## src/rtl/game_pkg.sv

```systemverilog
// Shared game definitions: screen geometry, game FSM state encodings and coordinate type.
// Also holds the platform x generator used by the scroll controller.
package game_pkg;
    localparam int         SCREEN_H  = 480;
    localparam int         X_MAX     = 600;
    localparam logic [9:0] LFSR_SEED = 10'h2A5;

    typedef logic [9:0] coord_t;

    typedef enum logic [2:0] {
        GS_MENU    = 3'b000,
        GS_GAME    = 3'b001,
        GS_PAUSE   = 3'b010,
        GS_REFRESH = 3'b011
    } game_state_t;

    typedef enum logic [1:0] {
        S_IDLE,
        S_INIT,
        S_SWEEP
    } scroll_state_t;

    // Single conditional subtract is enough because the LFSR range is below 2*xmax.
    function automatic coord_t xgen(input coord_t v, input coord_t xmax);
        return (v >= xmax) ? v - xmax : v;
    endfunction
endpackage

```

## src/rtl/lfsr10.sv

```systemverilog
// 10-bit Fibonacci LFSR (taps 10,7), advancing only when i_adv is high.
module lfsr10 #(
    parameter logic [9:0] SEED = 10'h2A5
) (
    input  logic       i_clk,
    input  logic       i_rst,
    input  logic       i_adv,
    output logic [9:0] o_q
);
    logic [9:0] r_q;

    always_ff @(posedge i_clk) begin
        if (i_rst)
            r_q <= SEED;
        else if (i_adv)
            r_q <= {r_q[8:0], r_q[9] ^ r_q[6]};
    end

    assign o_q = r_q;
endmodule

```

## src/rtl/platform_scroll_ctrl.sv

```systemverilog
// Platform register-file sequencer: seeds platforms on game start and scrolls them
// down one STEP per qualifying frame, respawning platforms that fall off the bottom.
module platform_scroll_ctrl #(
    parameter int NUM_PLAT    = 8,
    parameter int Y_W         = 10,
    parameter int SCREEN_H    = game_pkg::SCREEN_H,
    parameter int X_MAX       = game_pkg::X_MAX,
    parameter int SCROLL_LINE = 160,
    parameter int STEP        = 4,
    localparam int IW         = $clog2(NUM_PLAT)
) (
    input  logic           i_clk,
    input  logic           i_rst,
    input  logic           i_frame_tick,
    input  logic [2:0]     i_outstate,
    input  logic           i_loadplat,
    input  logic [Y_W-1:0] i_doodle_y,
    output logic [IW-1:0]  o_plat_idx,
    input  logic [Y_W-1:0] i_plat_rd_x,
    input  logic [Y_W-1:0] i_plat_rd_y,
    output logic           o_plat_we,
    output logic [Y_W-1:0] o_plat_wr_x,
    output logic [Y_W-1:0] o_plat_wr_y,
    output logic           o_refresh_en,
    output logic           o_doodle_shift,
    output logic [15:0]    o_scroll_total,
    output logic           o_busy
);
    import game_pkg::*;

    localparam int ROW_GAP = SCREEN_H / NUM_PLAT;

    scroll_state_t  r_state, w_next;
    logic [IW-1:0]  r_idx;
    logic [15:0]    r_total;
    logic           r_shift;
    logic [9:0]     w_lfsr;
    logic           w_lfsr_adv;
    logic [Y_W-1:0] w_xgen;
    logic [Y_W:0]   w_ny;
    logic           w_respawn;
    logic           w_last;
    logic           w_start_sweep;
    logic [16:0]    w_sum;

    lfsr10 #(.SEED(LFSR_SEED)) u_lfsr (
        .i_clk (i_clk),
        .i_rst (i_rst),
        .i_adv (w_lfsr_adv),
        .o_q   (w_lfsr)
    );

    assign w_xgen        = Y_W'(xgen(w_lfsr, coord_t'(X_MAX)));
    assign w_last        = (r_idx == IW'(NUM_PLAT - 1));
    assign w_start_sweep = i_frame_tick && (i_outstate == GS_GAME) &&
                           (i_doodle_y < Y_W'(SCROLL_LINE));
    assign w_sum         = {1'b0, r_total} + 17'(STEP);

    always_comb begin
        w_next      = r_state;
        o_plat_we   = 1'b0;
        o_plat_wr_x = '0;
        o_plat_wr_y = '0;
        w_lfsr_adv  = 1'b0;
        w_ny        = {1'b0, i_plat_rd_y} + (Y_W+1)'(STEP);
        w_respawn   = (w_ny >= (Y_W+1)'(SCREEN_H));
        case (r_state)
            S_IDLE: begin
                if (i_loadplat)
                    w_next = S_INIT;
                else if (w_start_sweep)
                    w_next = S_SWEEP;
            end
            S_INIT: begin
                o_plat_we   = 1'b1;
                o_plat_wr_x = w_xgen;
                o_plat_wr_y = Y_W'(int'(r_idx) * ROW_GAP);
                w_lfsr_adv  = 1'b1;
                if (w_last)
                    w_next = S_IDLE;
            end
            S_SWEEP: begin
                o_plat_we = 1'b1;
                if (w_respawn) begin
                    o_plat_wr_x = w_xgen;
                    o_plat_wr_y = Y_W'(w_ny - (Y_W+1)'(SCREEN_H));
                    w_lfsr_adv  = 1'b1;
                end else begin
                    o_plat_wr_x = i_plat_rd_x;
                    o_plat_wr_y = w_ny[Y_W-1:0];
                end
                if (w_last)
                    w_next = S_IDLE;
            end
            default: w_next = S_IDLE;
        endcase
    end

    always_ff @(posedge i_clk) begin
        if (i_rst)
            r_state <= S_IDLE;
        else
            r_state <= w_next;
    end

    // Index is parked at 0 in IDLE so every sequence starts from platform 0.
    always_ff @(posedge i_clk) begin
        if (i_rst) begin
            r_idx   <= '0;
            r_total <= '0;
            r_shift <= 1'b0;
        end else begin
            r_shift <= (r_state == S_IDLE) && !i_loadplat && w_start_sweep;
            if (r_state == S_IDLE) begin
                r_idx <= '0;
                if (i_loadplat)
                    r_total <= '0;
                else if (w_start_sweep)
                    r_total <= w_sum[16] ? 16'hFFFF : w_sum[15:0];
            end else begin
                r_idx <= w_last ? '0 : r_idx + IW'(1);
            end
        end
    end

    assign o_plat_idx     = r_idx;
    assign o_refresh_en   = (r_state == S_SWEEP);
    assign o_busy         = (r_state != S_IDLE);
    assign o_doodle_shift = r_shift;
    assign o_scroll_total = r_total;
endmodule

```

## config.mk

```make
export PLATFORM = sky130hd
export DESIGN_NAME = platform_scroll_ctrl
export DESIGN_NICKNAME = d
export VERILOG_FILES = /design/src/rtl/game_pkg.sv /design/src/rtl/lfsr10.sv /design/src/rtl/platform_scroll_ctrl.sv
export SDC_FILE = /design/constraint.sdc
export NUM_CORES = 1
export LEC_CHECK = 0
export ABC_AREA = 1
export CAP_MARGIN = 25
export CORE_ASPECT_RATIO = 0.6
export CORE_MARGIN = 2
export CORE_UTILIZATION = 58
export CTS_CLUSTER_SIZE = 24
export DETAILED_ROUTE_END_ITERATION = 10
export DONT_BUFFER_PORTS = 1
export GPL_TIMING_DRIVEN = 0
export PLACE_DENSITY = 0.82
export SYNTH_ARGS = -nofsm -noshare
export SYNTH_HDL_FRONTEND = slang
export SYNTH_HIERARCHICAL = 1
export SYNTH_SLANG_ARGS = --single-unit
```

## constraint.sdc

```tcl
create_clock -name i_clk -period 2.33 [get_ports i_clk]
set_clock_uncertainty 0.2 [all_clocks]
set_input_delay 0.233 -clock i_clk [delete_from_list [all_inputs] [get_ports i_clk]]
set_output_delay 0.233 -clock i_clk [all_outputs]
set_load 0.005 [all_outputs]
```

After elaboration in Yosys (flattened, before gate mapping)
Cells that the tools add are included.

storage, ports and cells
  output and inout bits = 43
  RAM bits = 0
  ROM bits = 0
  register bits = 32
  memories = 0
  latch bits = 0
  logic and storage cells = 48

cells by class
  bitwise operators = 1
  $add $sub $neg = 5
  shift-type cells = 0
  equal/unequal tests = 6
  order comparisons = 3
  reduce and logical (&&, ||, !) cells = 12
  divide/modulo/power cells = 0
  mux-type cells = 15
  multiply operators = 1

operators by type and width
  kind                    count
  $mux 16                 3
  $pmux 10 s2             2
  $mux 10                 3
  $add 16x3->17 const B   1
  $add 10x3->11 const B   1
  $ge 11x9->1 const B     1
  $ge 10x10->1 const B    1
  $lt 10x8->1 const B     1
  $sub 10x10->10 const B  1
  $sub 10x9->10 const B   1
  $mul 3x4->7 const B     1
  $mux 2                  3
  $logic_and 1x1->1       4
  $pmux 2 s2              1
  $reduce_and 2->1        2
  $reduce_bool 2->1       2
  $add 3x1->3 const B     1
  $eq 3x1->1 const B      1
  $eq 3x3->1 const B      1
  $ne 3x3->1 const B      1
  $reduce_or 3->1         1
  $eq 2x1->1 const B      1
  $eq 2x2->1 const B      1
  $logic_not 2->1         1
  6 further kinds         7

Longest topological paths before layout
  word-level depth = 6
  depth in mapped cells = 14
  depth with buffers taken out = 14

Cells and area by module
Netlist, hierarchy kept.

modules (own cells, without submodules)
  module                seq. area each (um^2)  times used  area each (um^2)  cells an instance
  platform_scroll_ctrl  420.4                  1           2185.8            347
  lfsr10                200.2                  1           360.3             47

Worst setup path before layout
Ideal clock, no wire load.

  kind = register -> output
  start = register r_idx[1], in the netlist o_plat_idx[1]
  end = output o_plat_wr_y[8]
  stages on the path, launching flop included = 8
  data required time = 1.897 ns
  arrival = 1.982 ns
  path slack = -0.085 ns
  buffers on the path = 0
  path through = dfxtp_1 > fa_1 > ha_1 > fa_1 > a21oi_1 > nor2_1 > o21ai_0 > a21oi_1

on the way
  cells in the longest elaborated chain, start to end = 2

ends and longest elaborated chain
  item                    RTL line                     source
  start, declared         platform_scroll_ctrl.sv:34   logic [IW-1:0] r_idx;
  start signal, assigned  platform_scroll_ctrl.sv:121  r_idx <= w_last ? '0 : r_idx + IW'(1);
  $mul 3x4->7             platform_scroll_ctrl.sv:77   o_plat_wr_y = Y_W'(int'(r_idx) * ROW_GAP);
  $pmux 10 s2             platform_scroll_ctrl.sv:67   case (r_state)
  end, declared           platform_scroll_ctrl.sv:23   output logic [Y_W-1:0] o_plat_wr_y,

No other way between the ends.

Final worst setup path
  start = register r_idx[0], in the netlist o_plat_idx[0]
  end = output o_plat_wr_y[7]

The elaborated chain is that of the path after synthesis.

==> results.txt <==
----------------------------------------------------
[Worst setup path]
  Data arrival time of the critical path ... between 2 and 2.5 ns
  Worst Setup Start Kind ... register
  Worst Path Class, Setup ... register to output port
  CP max FO ... 6
  Data required time of the worst path ... 1.90 ns
  Worst path most repeated cell ... a21oi_2
  Critical path's top delay family ... adder cells
  Cell count along the critical path ... 7
  R2r worst-path depth ... 12
  Number of buffers and inverters on the critical path ... 0
  Crit path capture type ... output port
  Critical Path Slowest Stage Cell ... fa_2
  Chain of cells forming the critical path ... fa_2 -> ha_4 -> a21o_1 -> a21oi_2 -> or2_4 -> nand3_2 -> a21oi_2
  Max stage delay on crit path ... 0.64 ns
  Reg2Reg Setup Slack ... 0.20 ns

[Detailed routing]
  DRC violation count after routing ... 0
  Number of nets still failing antenna checks after routing ... 0
  Detailed-route wire length per cell ... approximately 13 µm
  Number of vias per cell ... between 5 and 6
  Number of detailed-route iterations in the first pass ... 5
  DRC violation total after the first TritonRoute iteration ... between 150 and 200
  DR vias ... 2567
  Aggregate routed wire length ... 6290 µm

[Timing]
  Clock period minus final worst setup slack ... roughly 2.6 ns
  Total of endpoints with negative setup slack in the final report ... 4
  Final count of pins violating max slew ... 0
  Max Fclk ... around 380 MHz
  Setup repair after global routing missed its margin ... true
  Setup TNS after final layout ... -1.08 ns
  Share of the clock period used by the worst path ... 1.13
  Slew @ Worst Pin ... 0.714 ns
  Max-slew headroom ... 0.521
  Worst Slack Setup Final ... -0.291 ns
  Final hold vios ... 0

[CTS]
  H-tree depth reported by CTS ... 2
  TritonCTS clock tree ... done
  Clock slew at the register clock pins of the worst setup and hold paths ... 0.07 ns
  TritonCTS Buffers ... 5
  Library cell used as clock root buffer ... clkbuf_8
  Number of clock sinks ... 31
  Number of buffers between clock root and the deepest sink ... 2
  Clock insertion delay at the later pin of the skew report ... about 0.29 ns

[Layout]
  Layout area overhead ... 11.8%
  Number of fill cells ... 360
  Number of antenna diodes ... 0
  Share of final-layout standard cells stronger than drive strength 1 ... 0.148
  Multi-input combinational cell area ... roughly 1800 µm²
  Most common cell after layout, fill and taps aside ... nand2_1
  Top library cells by usage in the layout, fill and taps aside ... nand2_1, nand3_1, inv_1
  Flip-flop and latch area ... approximately 630 µm²
  Design area ... 2850 µm²
  Final instance count without filler cells ... ~470
  Final-stage net count ... roughly 460

[GRT]
  First-pass GRT wire length ... 10300 µm
  Pin count of the biggest net entering global routing ... 11
  Vias in the first global route ... roughly 2300
  GRT Util Overall ... 0.264
  Initial antenna violation count ... 0
  Remaining global-route overflow ... 0

[Synthesis]
  Cells after Synth ... just under 400
  Synth Cell Area ... about 2500 µm²
  Distinct cell type count of the synthesized netlist ... 34
  Number of nets produced by synthesis ... 449
  Yosys Warn Count ... 6
  Mean instance size in the synthesized netlist ... approximately 6.5 µm²
  Seq/Total Area, Yosys ... 0.244
  Post-synthesis sequential element count ... 31

[Run status]
  Run status ... finished with violations
  Failing checks ... setup timing

[Die]
  Die W ... approximately 90 µm
  Top-Level Pins ... 80
  Area of the die ... ~5000 µm²
  Overall die height ... 55.3 µm
  Total core area ... between 4000 and 5000 µm²
  Initial standard-cell utilization of the core ... 0.611
  Number of core rows ... 18

[Place]
  Post-place setup slack ... -0.151 ns
  GP Congestion ... slightly below 0.9
  DP Area ... roughly 2600 µm²
  Placed cell count ... between 400 and 500
  Port Buf Inserts ... 0
  Final HPWL DP ... 4710 µm

[Worst hold path]
  Hold Path Stages ... 3
  Path class of the lowest-slack min-delay path ... primary input to register

[Power and ir drop]
  Power Total ... between 1 and 1.5 mW
  LEAKAGE ... 1.34 nW
  Worst IR Drop VDD ... between 0.3 and 0.4 mV
  Power density over cell area ... slightly above 400 nW/µm²

[Job]
  Number of maximum-capacitance constraint violations ... 0

----------------------------------------------------
cell type report:
type | instances | share of cell area
multi-input combinational | 309 | 0.620
tap | 60 | 0.0264
buffer | 8 | 0.0202
clock buffer | 6 | 0.0290
timing repair buffer | 5 | 0.0193
sequential | 31 | 0.222
inverter | 46 | 0.0606
clock inverter | 1 | 0.00176
report_power, final:
group / internal [mW] / switching (mW)
combinational: 0.0629 / 0.124
clock: 0.232 / 0.207
sequential: 0.538 / 0.0131
total: 0.833 / 0.344
Yosys cell counts (all sizes together):
| master | number | share of area |
|---|---|---|
| nand2 | 110 | 0.17 |
| nand3 | 54 | 0.12 |
| inv | 46 | 0.068 |
| nor2 | 46 | 0.081 |
| a21oi | 32 | 0.063 |
| dfxtp | 31 | 0.24 |
| ha | 15 | 0.074 |
| o21ai | 14 | 0.028 |
| xor2 | 8 | 0.028 |
| nand3b | 6 | 0.018 |
| buf | 5 | 0.017 |
| or2 | 4 | 0.0098 |
| clkbuf | 3 | 0.0059 |
| fa | 3 | 0.024 |
| nor3 | 3 | 0.0079 |
| xnor2 | 3 | 0.010 |
| a21o | 2 | 0.0059 |
| and3 | 2 | 0.0049 |
| nand4 | 2 | 0.0049 |
| o211ai | 2 | 0.0059 |
| a21boi | 1 | 0.0029 |
| a31oi | 1 | 0.0025 |
| o21bai | 1 | 0.0044 |
logic make-up (layout without fill, tap and decap cells):
kind of cell,after synthesis,after routing,share of synthesized area
and+or+nand+nor,227,227,0.419
buffers and inverters,54,66,0.0904
AOI/OAI and AO/OA,53,53,0.112
DFF,31,31,0.244
adders and majority gates,18,18,0.0973
xor gates and xnor gates,11,11,0.0378
sequential cells by signal (all words and copies together) (netlist names):
register and cells:
r_state 2, o_plat_idx 3, u_lfsr/o_q 10, o_scroll_total 15, o_doodle_shift 1
final timing paths:
check	start	to
min	i_loadplat	o_scroll_total[0]
max reg2reg	o_scroll_total[3]	o_scroll_total[10]
max	o_plat_idx[0]	o_plat_wr_y[7]
min reg2reg	o_plat_idx[0]	o_plat_idx[0]
metal layers:
layer  GRT usage  part of all wire  vias to the layer above
met5           0                 0                        -
met4      0.0640            0.0084                        0
met3      0.0852             0.089                        8
met2       0.374              0.42                      104
met1       0.388              0.48                     1161
li1            -                 -                     1294
timing repair:
action                                  4_1_cts  5_1_grt
hold endpoints to repair                     18        0
buffers inserted                              1        2
hold buffers                                  2        0
endpoints found under the setup margin        4       38
resized for setup                            12        9
pin swaps                                     8        6
worst reg2reg max path, cell delays in order, from the launching register on:
cell     delay [ns]
dfxtp_1        0.41
ha_1           0.22
nand3_1        0.08
inv_1          0.14
nand2_1        0.11
inv_1          0.08
nand4_1        0.11
inv_2          0.11
nand2_1        0.10
nor2_4         0.16
buf_12         0.14
a21oi_1        0.04
a21oi_1        0.14
stage by stage:
step | hold WS, ns | util
after CTS | 0.00637 | 0.667
after floorplan | 0.102 | -
final | 0.0142 | 0.683
after detailed placement | 0.106 | 0.631
after global routing | 0.0297 | 0.683
after global placement | 0.104 | 0.631
(Power assumes the default switching activity.)
